--- config.mk ---
export PLATFORM = sky130hd
export DESIGN_NAME = imem_fetch_tracker
export DESIGN_NICKNAME = d
export VERILOG_FILES = /design/src/rtl/imem_fetch_tracker.sv
export SDC_FILE = /design/constraint.sdc
export NUM_CORES = 1
export LEC_CHECK = 0
export ABC_AREA = 1
export BUFFER_PORTS_ARGS = -buffer_cell sky130_fd_sc_hd__buf_2
export CAP_MARGIN = 15
export CORE_MARGIN = 8
export CORE_UTILIZATION = 30
export CTS_BUF_LIST = sky130_fd_sc_hd__clkbuf_16
export CTS_CLUSTER_SIZE = 14
export DETAILED_ROUTE_END_ITERATION = 12
export PLACE_DENSITY_LB_ADDON = 0.08
export SYNTH_ARGS = -nofsm -noshare
export SYNTH_HDL_FRONTEND = slang
export SYNTH_SLANG_ARGS = --single-unit
--- constraint.sdc ---
create_clock -name clk -period 3.2 [get_ports clk]
set_input_delay 0.16 -clock clk [delete_from_list [all_inputs] [get_ports clk]]
set_output_delay 0.16 -clock clk [all_outputs]
set_load 0.01 [all_outputs]
--- src/rtl/imem_fetch_tracker.sv ---
// In-order fetch tracker: queues accepted fetch addresses and splices the monitored parcel into responses.
// Optional flush support (stale entries) is enabled with `define IMEM_TRACK_FLUSH_EN.
module imem_fetch_tracker #(
  parameter int XLEN   = 32,
  parameter int DATA_W = 32,
  parameter int DEPTH  = 4,
  localparam int CW    = $clog2(DEPTH + 1)
) (
  input  logic              clk,
  input  logic              reset,
  input  logic              req_valid,
  input  logic              req_ready_in,
  output logic              req_ready_out,
  input  logic [XLEN-1:0]   req_addr,
  input  logic              rsp_valid_in,
  input  logic [DATA_W-1:0] rsp_data_in,
  output logic              rsp_valid_out,
  output logic [DATA_W-1:0] rsp_data_out,
  output logic              rsp_match,
  input  logic [XLEN-1:0]   mon_addr,
  input  logic [15:0]       mon_data,
`ifdef IMEM_TRACK_FLUSH_EN
  input  logic              flush,
`endif
  output logic [CW-1:0]     outstanding,
  output logic              err_orphan
);

  localparam int NP = DATA_W / 16;
  localparam int PW = (DEPTH > 1) ? $clog2(DEPTH) : 1;

  logic [XLEN-1:0]   addr_q [DEPTH];
  logic [PW-1:0]     rd_q, rd_d;
  logic [PW-1:0]     wr_q, wr_d;
  logic [CW-1:0]     cnt_q, cnt_d;
  logic              err_q, err_d;
  logic              full, empty;
  logic              push, pop, fwd, hit;
  logic              head_stale;
  logic [XLEN-1:0]   head_addr;
  logic [DATA_W-1:0] data_d;

  function automatic logic [PW-1:0] nxt(input logic [PW-1:0] p);
    return (p == PW'(DEPTH - 1)) ? '0 : p + 1'b1;
  endfunction

  assign full      = (cnt_q == CW'(DEPTH));
  assign empty     = (cnt_q == '0);
  assign head_addr = addr_q[rd_q];

  assign req_ready_out = reset & req_ready_in & ~full;
  assign push          = req_valid & req_ready_out;
  assign pop           = reset & rsp_valid_in & ~empty;

`ifdef IMEM_TRACK_FLUSH_EN
  logic [DEPTH-1:0] stale_q, stale_d;

  assign head_stale = stale_q[rd_q];

  // Flush marks everything; the slot written this cycle is then revived.
  always_comb begin
    stale_d = stale_q;
    if (flush) stale_d = '1;
    if (push) stale_d[wr_q] = 1'b0;
  end

  always_ff @(posedge clk) begin
    if (!reset) stale_q <= '0;
    else        stale_q <= stale_d;
  end
`else
  assign head_stale = 1'b0;
`endif

  assign fwd           = pop & ~head_stale;
  assign rsp_valid_out = fwd;
  assign rsp_match     = fwd & hit;
  assign rsp_data_out  = data_d;

  always_comb begin
    data_d = rsp_data_in;
    hit    = 1'b0;
    for (int k = 0; k < NP; k++) begin
      if (mon_addr == head_addr + XLEN'(2 * k)) begin
        data_d[16*k +: 16] = mon_data;
        hit                = 1'b1;
      end
    end
  end

  always_comb begin
    rd_d  = pop ? nxt(rd_q) : rd_q;
    wr_d  = push ? nxt(wr_q) : wr_q;
    cnt_d = cnt_q;
    if (push && !pop)      cnt_d = cnt_q + CW'(1);
    else if (pop && !push) cnt_d = cnt_q - CW'(1);
    err_d = err_q | (rsp_valid_in & empty);
  end

  always_ff @(posedge clk) begin
    if (!reset) begin
      rd_q  <= '0;
      wr_q  <= '0;
      cnt_q <= '0;
      err_q <= 1'b0;
    end else begin
      rd_q  <= rd_d;
      wr_q  <= wr_d;
      cnt_q <= cnt_d;
      err_q <= err_d;
    end
  end

  always_ff @(posedge clk) begin
    if (push) addr_q[wr_q] <= req_addr;
  end

  assign outstanding = cnt_q;
  assign err_orphan  = err_q;

endmodule

==> Word level (Yosys, flattened, before mapping) <==
Memories as Yosys holds them, arrays and structs flattened. A register that Yosys moved wholly into a read port is not among the register bits.
Cells that the tools add are included.
Widths: inputs -> output; s select.
{ "classes": {"n_reduce_logical": 6, "eq_ne": 5, "n_bitwise": 10, "add_sub_neg": 5, "n_mux": 12} }
{ "ops": {"columns": ["operator", "n"], "rows": [
  ["$eq 32x32->1", 2],
  ["$add 32x2->32 const B", 1],
  ["$mux 16", 2],
  ["$mux 2", 4],
  ["$and 1x1->1", 7],
  ["$mux 3", 2],
  ["$add 2x1->2 const B", 2],
  ["$eq 2x2->1 const B", 2],
  ["$mux 1", 4],
  ["$add 3x1->3 const B", 1],
  ["$eq 3x3->1 const B", 1],
  ["$logic_not 3->1", 1],
  ["$sub 3x1->3 const B", 1],
  ["$logic_and 1x1->1", 2],
  ["$logic_not 1->1", 2],
  ["$not 1->1", 2],
  ["$reduce_bool 2->1", 1],
  ["$or 1x1->1", 1]
]} }
{ "word_totals": {"register_bits": 8, "n_memories": 1, "ramBits": 128, "in_bits": 117, "elab_cells": 43, "out_inout_bits": 39} }
{ "mem_list": {"columns": ["memory", "depth", "width", "rd", "rd_clocked_by_memory_dff", "write_ports", "line", "rtl"], "rows": [
  ["addr_q", 4, 32, 1, 1, 1, "32", "logic [XLEN-1:0] addr_q [DEPTH];"]
]} }

==> Depth between registers and ports, before layout <==
{ "depth": {"depth_word": 8, "depth_mapped": 24, "mapped_depth_nobuf": 21} }

==> Worst setup path before layout <==
No wires, ideal clock.
{ "synth_path": {"path_type": "register to register", "start": "register cnt_q[0] (netlist: outstanding[0])", "end": "memory addr_q[0][0], enable pin", "arrival_ns": 2.401, "synth_period_minus_slack_ns": 2.822, "slack_ns": 0.378, "setup_ns": 0.421, "stages_incl_launch_ff": 5, "t_required_ns": 2.779, "path_buffers": 0, "cell_sequence": "dfxtp_1 > nor2_1 > a21oi_1 > nand2_1 > nor2_1"} }
{ "synth_between": {"elab_chain_cells": 6} }
{ "synth_lines": {"columns": ["item", "line", "rtl"], "rows": [
  ["start: declaration", "35", "logic [CW-1:0] cnt_q, cnt_d;"],
  ["start signal: assignment", "109", "cnt_q <= cnt_d;"],
  ["$eq 3x3->1", "47", "assign full = (cnt_q == CW'(DEPTH));"],
  ["$not 1->1", "51", "assign req_ready_out = reset & req_ready_in & ~full;"],
  ["$and 1x1->1", "51", null],
  ["via req_ready_out", "13", "output logic req_ready_out,"],
  ["$and 1x1->1", "52", "assign push = req_valid & req_ready_out;"],
  ["$mux 1", "115", "if (push) addr_q[wr_q] <= req_addr;"],
  ["$mux 1 (implied by the code)", "115", null],
  ["end: declaration", "32", null]
]} }
The timed path passes the listed nets, and every way through them passes these cells.

==> flow_summary.ini <==
[global_routing]
grt_max_degree = 38
antenna_found_initial = 0
grt_pass1_wl_mm = 39.6
grt_pass1_vias = 7109
grt_use_total_pct = 15.4
overflow = 0

[clock_tree]
cts_tree = yes
htreeDepth = 4
clock_latency_ps = 420
cts_buffers = 17
clk_pin_slew_ps = 60
ctsRootBufferMaster = clkbuf_16
cts.sinks = 138
cts.path.max_buffers = 2

[critical_path]
path_max_fanout = 9
path_class = flop to output pin
crit_path_start_kind = flop
max_stage_delay_ps = 360
cp.arrival_ps = 3170
critPathCaptureType = output pin
crit_chain = buf_8 > clkinv_8 > buf_12 > clkbuf_16 > nand2_1 > nand3_1 > nand2_1 > xnor2_1 > inv_1 > nand4_1 > nand2_1 > nor2_2 > nand3_2 > nor2_8 > clkbuf_16 > nand3_1 > nand2_1 > buf_2
crit_path_frequent_cell = nand2_1
critPathRequiredTime_ps = 3040
crit_path_top_delay_cell = xnor2_1

[logic_synthesis]
syn_avg_cell_area_sq_um = 7.83
synth.net_count = 1173
yosys_warnings = 0
ys_types = 35
ys_seq_area_share_pct = 49.3
yosys_register_bits = 138
netlist_instances = 1048
syn_area_sq_um = 8210

[placement]
place_congestion = 0.857
place_area_sq_um = 9470
hpwl_mm = 18.8
io_buffers = 155
place_inst = 1538

[cells_and_area]
syn_to_final_growth_pct = 41.1
final_cell_area_sq_um = 11600
drive_above_1_share_pct = 34.0
final_cell_count_no_fill = 1634
fin_nets = 1405
antennaDiodeCount = 0

[sta]
max_freq_mhz = 300
skew_ps = 8.95
fin_crit_ps = 3330
setup_viol = 32
fin_crit_sh_pct = 104
setup_ws_ps = -131
hold_viol = 0
rsz0062_at_grt = yes
worst_pin_slew_ps = 567
timing.slew.headroom_pct = 62.2
slew_violations = 0

[routing]
drc_errors = 0
final_antenna_net_count = 0
drt-initial-drc-count = 383
vias = 7495
firstDrtPassIters = 5
met1_length_mm = 12.3
wl_met3_mm = 1.30
totalWireLength_mm = 26.7
avgViaCountPerCell = 4.59
top_layer = met4
wire_per_inst_um = 16.4
met2WireLength_mm = 12.7

[run_status]
failed_checks = negative setup slack
outcome = finished with violations

[power_and_ir_drop]
share_comb_of_total_power_pct = 32.2
ir_worst_vdd_uv = 366
pwr-share-clk_pct = 32.6
totalPowerFinal_mw = 5.78
p_leak_nw = 5.15
powerDensity_nw_per_um2 = 499
p_sw_mw = 1.94
p_seq_share_pct = 35.3
switching_share_pct = 33.6
internal-power_mw = 3.84

[floorplanning]
fp.dieW_um = 181
floorplan.core_area_sq_um = 27000
start_util_pct = 30.5
ioPinCount = 156
rows = 60
die_h_um = 181
fp.dieArea_sq_um = 32900

[worst_hold_path]
hold_class = primary input to flop

[flow_run]
maxCapViolations = 0
[through the flow]
stage	setup TNS [ps]	setup WS (ps)	utilization, %	hold slack [ps]
floorplan	0	378	-	259
global placement	0	141	35.1	380
detailed placement	0	134	35.1	381
CTS	-3390	-173	39.1	0.327
global route	-7920	-311	43.0	4.42
finish	-2410	-131	43.0	15.7
[power by group through the flow]
| stage | Sequential [mW] | Combinational [mW] | Clock [mW] |
|---|---|---|---|
| finish | 2.04 | 1.86 | 1.88 |
| global route | 2.04 | 2.05 | 1.99 |
| global placement | 2.08 | 1.40 | 0 |
| CTS | 2.05 | 1.49 | 1.92 |
| floorplan | 2.08 | 0.937 | 0 |
| detailed placement | 2.08 | 1.39 | 0 |
[cells in the final DEF (no fill, tap or decap), types with 5 or more instances in the layout]
cell type,count
buf_8,5
buf_4,32
buf_6,8
dfxtp_1,8
buf_12,6
edfxtp_1,128
nor2_1,40
inv_2,9
inv_1,57
ha_1,6
a21oi_1,5
nand2_4,18
xnor2_1,14
nor2_2,26
xor2_1,14
buf_2,151
nand3_2,22
nand4_1,8
dlygate4sd3_1,32
o21ai_0,9
clkbuf_16,24
nand2_2,68
nor2_4,30
nand2_1,422
nand3_1,93
[Yosys cell counts (all sizes together)]
cell / n / area [sq um]
o21bai: 2 / 15.0
and2: 1 / 6.26
o21ai: 14 / 70.1
inv: 68 / 260
nand3b: 4 / 30.0
buf: 27 / 208
fa: 1 / 20.0
nand2: 509 / 1940
edfxtp: 128 / 3840
nand3: 118 / 606
nor4: 3 / 33.8
or2: 2 / 12.5
ha: 7 / 87.6
a21oi: 6 / 30.0
o31ai: 2 / 15.0
xnor2: 17 / 149
nand4: 8 / 50.1
clkbuf: 4 / 15.0
nor3: 5 / 35.0
nor2: 98 / 460
dfxtp: 10 / 200
xor2: 14 / 123
[final cells by class]
| class | count | area [sq um] |
|---|---|---|
| Timing Repair inverter | 1 | 6.26 |
| Multi-Input combinational cell | 811 | 4410 |
| Sequential cell | 138 | 4050 |
| Timing Repair Buffer | 243 | 1840 |
| Inverter | 68 | 270 |
| Fill cell | 2653 | 15400 |
| Clock buffer | 18 | 450 |
| Tap cell | 341 | 427 |
| Clock inverter | 14 | 123 |
[kinds of logic after synthesis]
group / synth area share [%]
DFF: 49.3
adders and majority gates: 1.31
and+or+nand+nor: 38.7
xor gates and xnor gates: 3.31
buffers and inverters: 5.88
AOI/OAI and AO/OA: 1.58
[worst max-delay path: cells and delay by family (launching register included)]
family | cells | cell delay, ps
xor gates and xnor gates | 1 | 360
buffers and inverters | 7 | 950
DFF | 1 | 340
and+or+nand+nor | 10 | 1070
[metal layers]
metal	vias to the layer above	track usage, %
li1	3853	-
met1	3429	20.0
met2	193	25.4
met3	20	3.39
met4	0	4.69
met5	-	0
[flip-flops by register name, summed over array words and instances, names as in the netlist, named ones only]
name	cells
outstanding	3
addr_q	128
rd_q	2
wr_q	2
err_orphan	1
[path summary, 6_finish.rpt]
kind	slack [ps]	endpoint	startpoint	depth (start not counted)
setup reg to reg	880	outstanding[2]$_SDFFE_PN0P_	outstanding[0]$_SDFFE_PN0P_	11
setup / recovery	-130	rsp_data_out[27]	flop	18
hold / removal	20	addr_q[3][1]$_DFFE_PP_	req_addr[1]	1
hold reg to reg	450	err_orphan$_SDFF_PN0_	err_orphan$_SDFF_PN0_	2
[timing repair]
action                                  in CTS  in global routing
endpoints found under the hold margin      125                  0
hold buffers                                32                  0
buffers inserted                             1                 20
endpoints found under the setup margin      33                 33
pin swaps                                    4                 57
gates resized for setup                     27                197
cloned                                       3                  8
No activity file was read; power rests on OpenSTA's default activity.
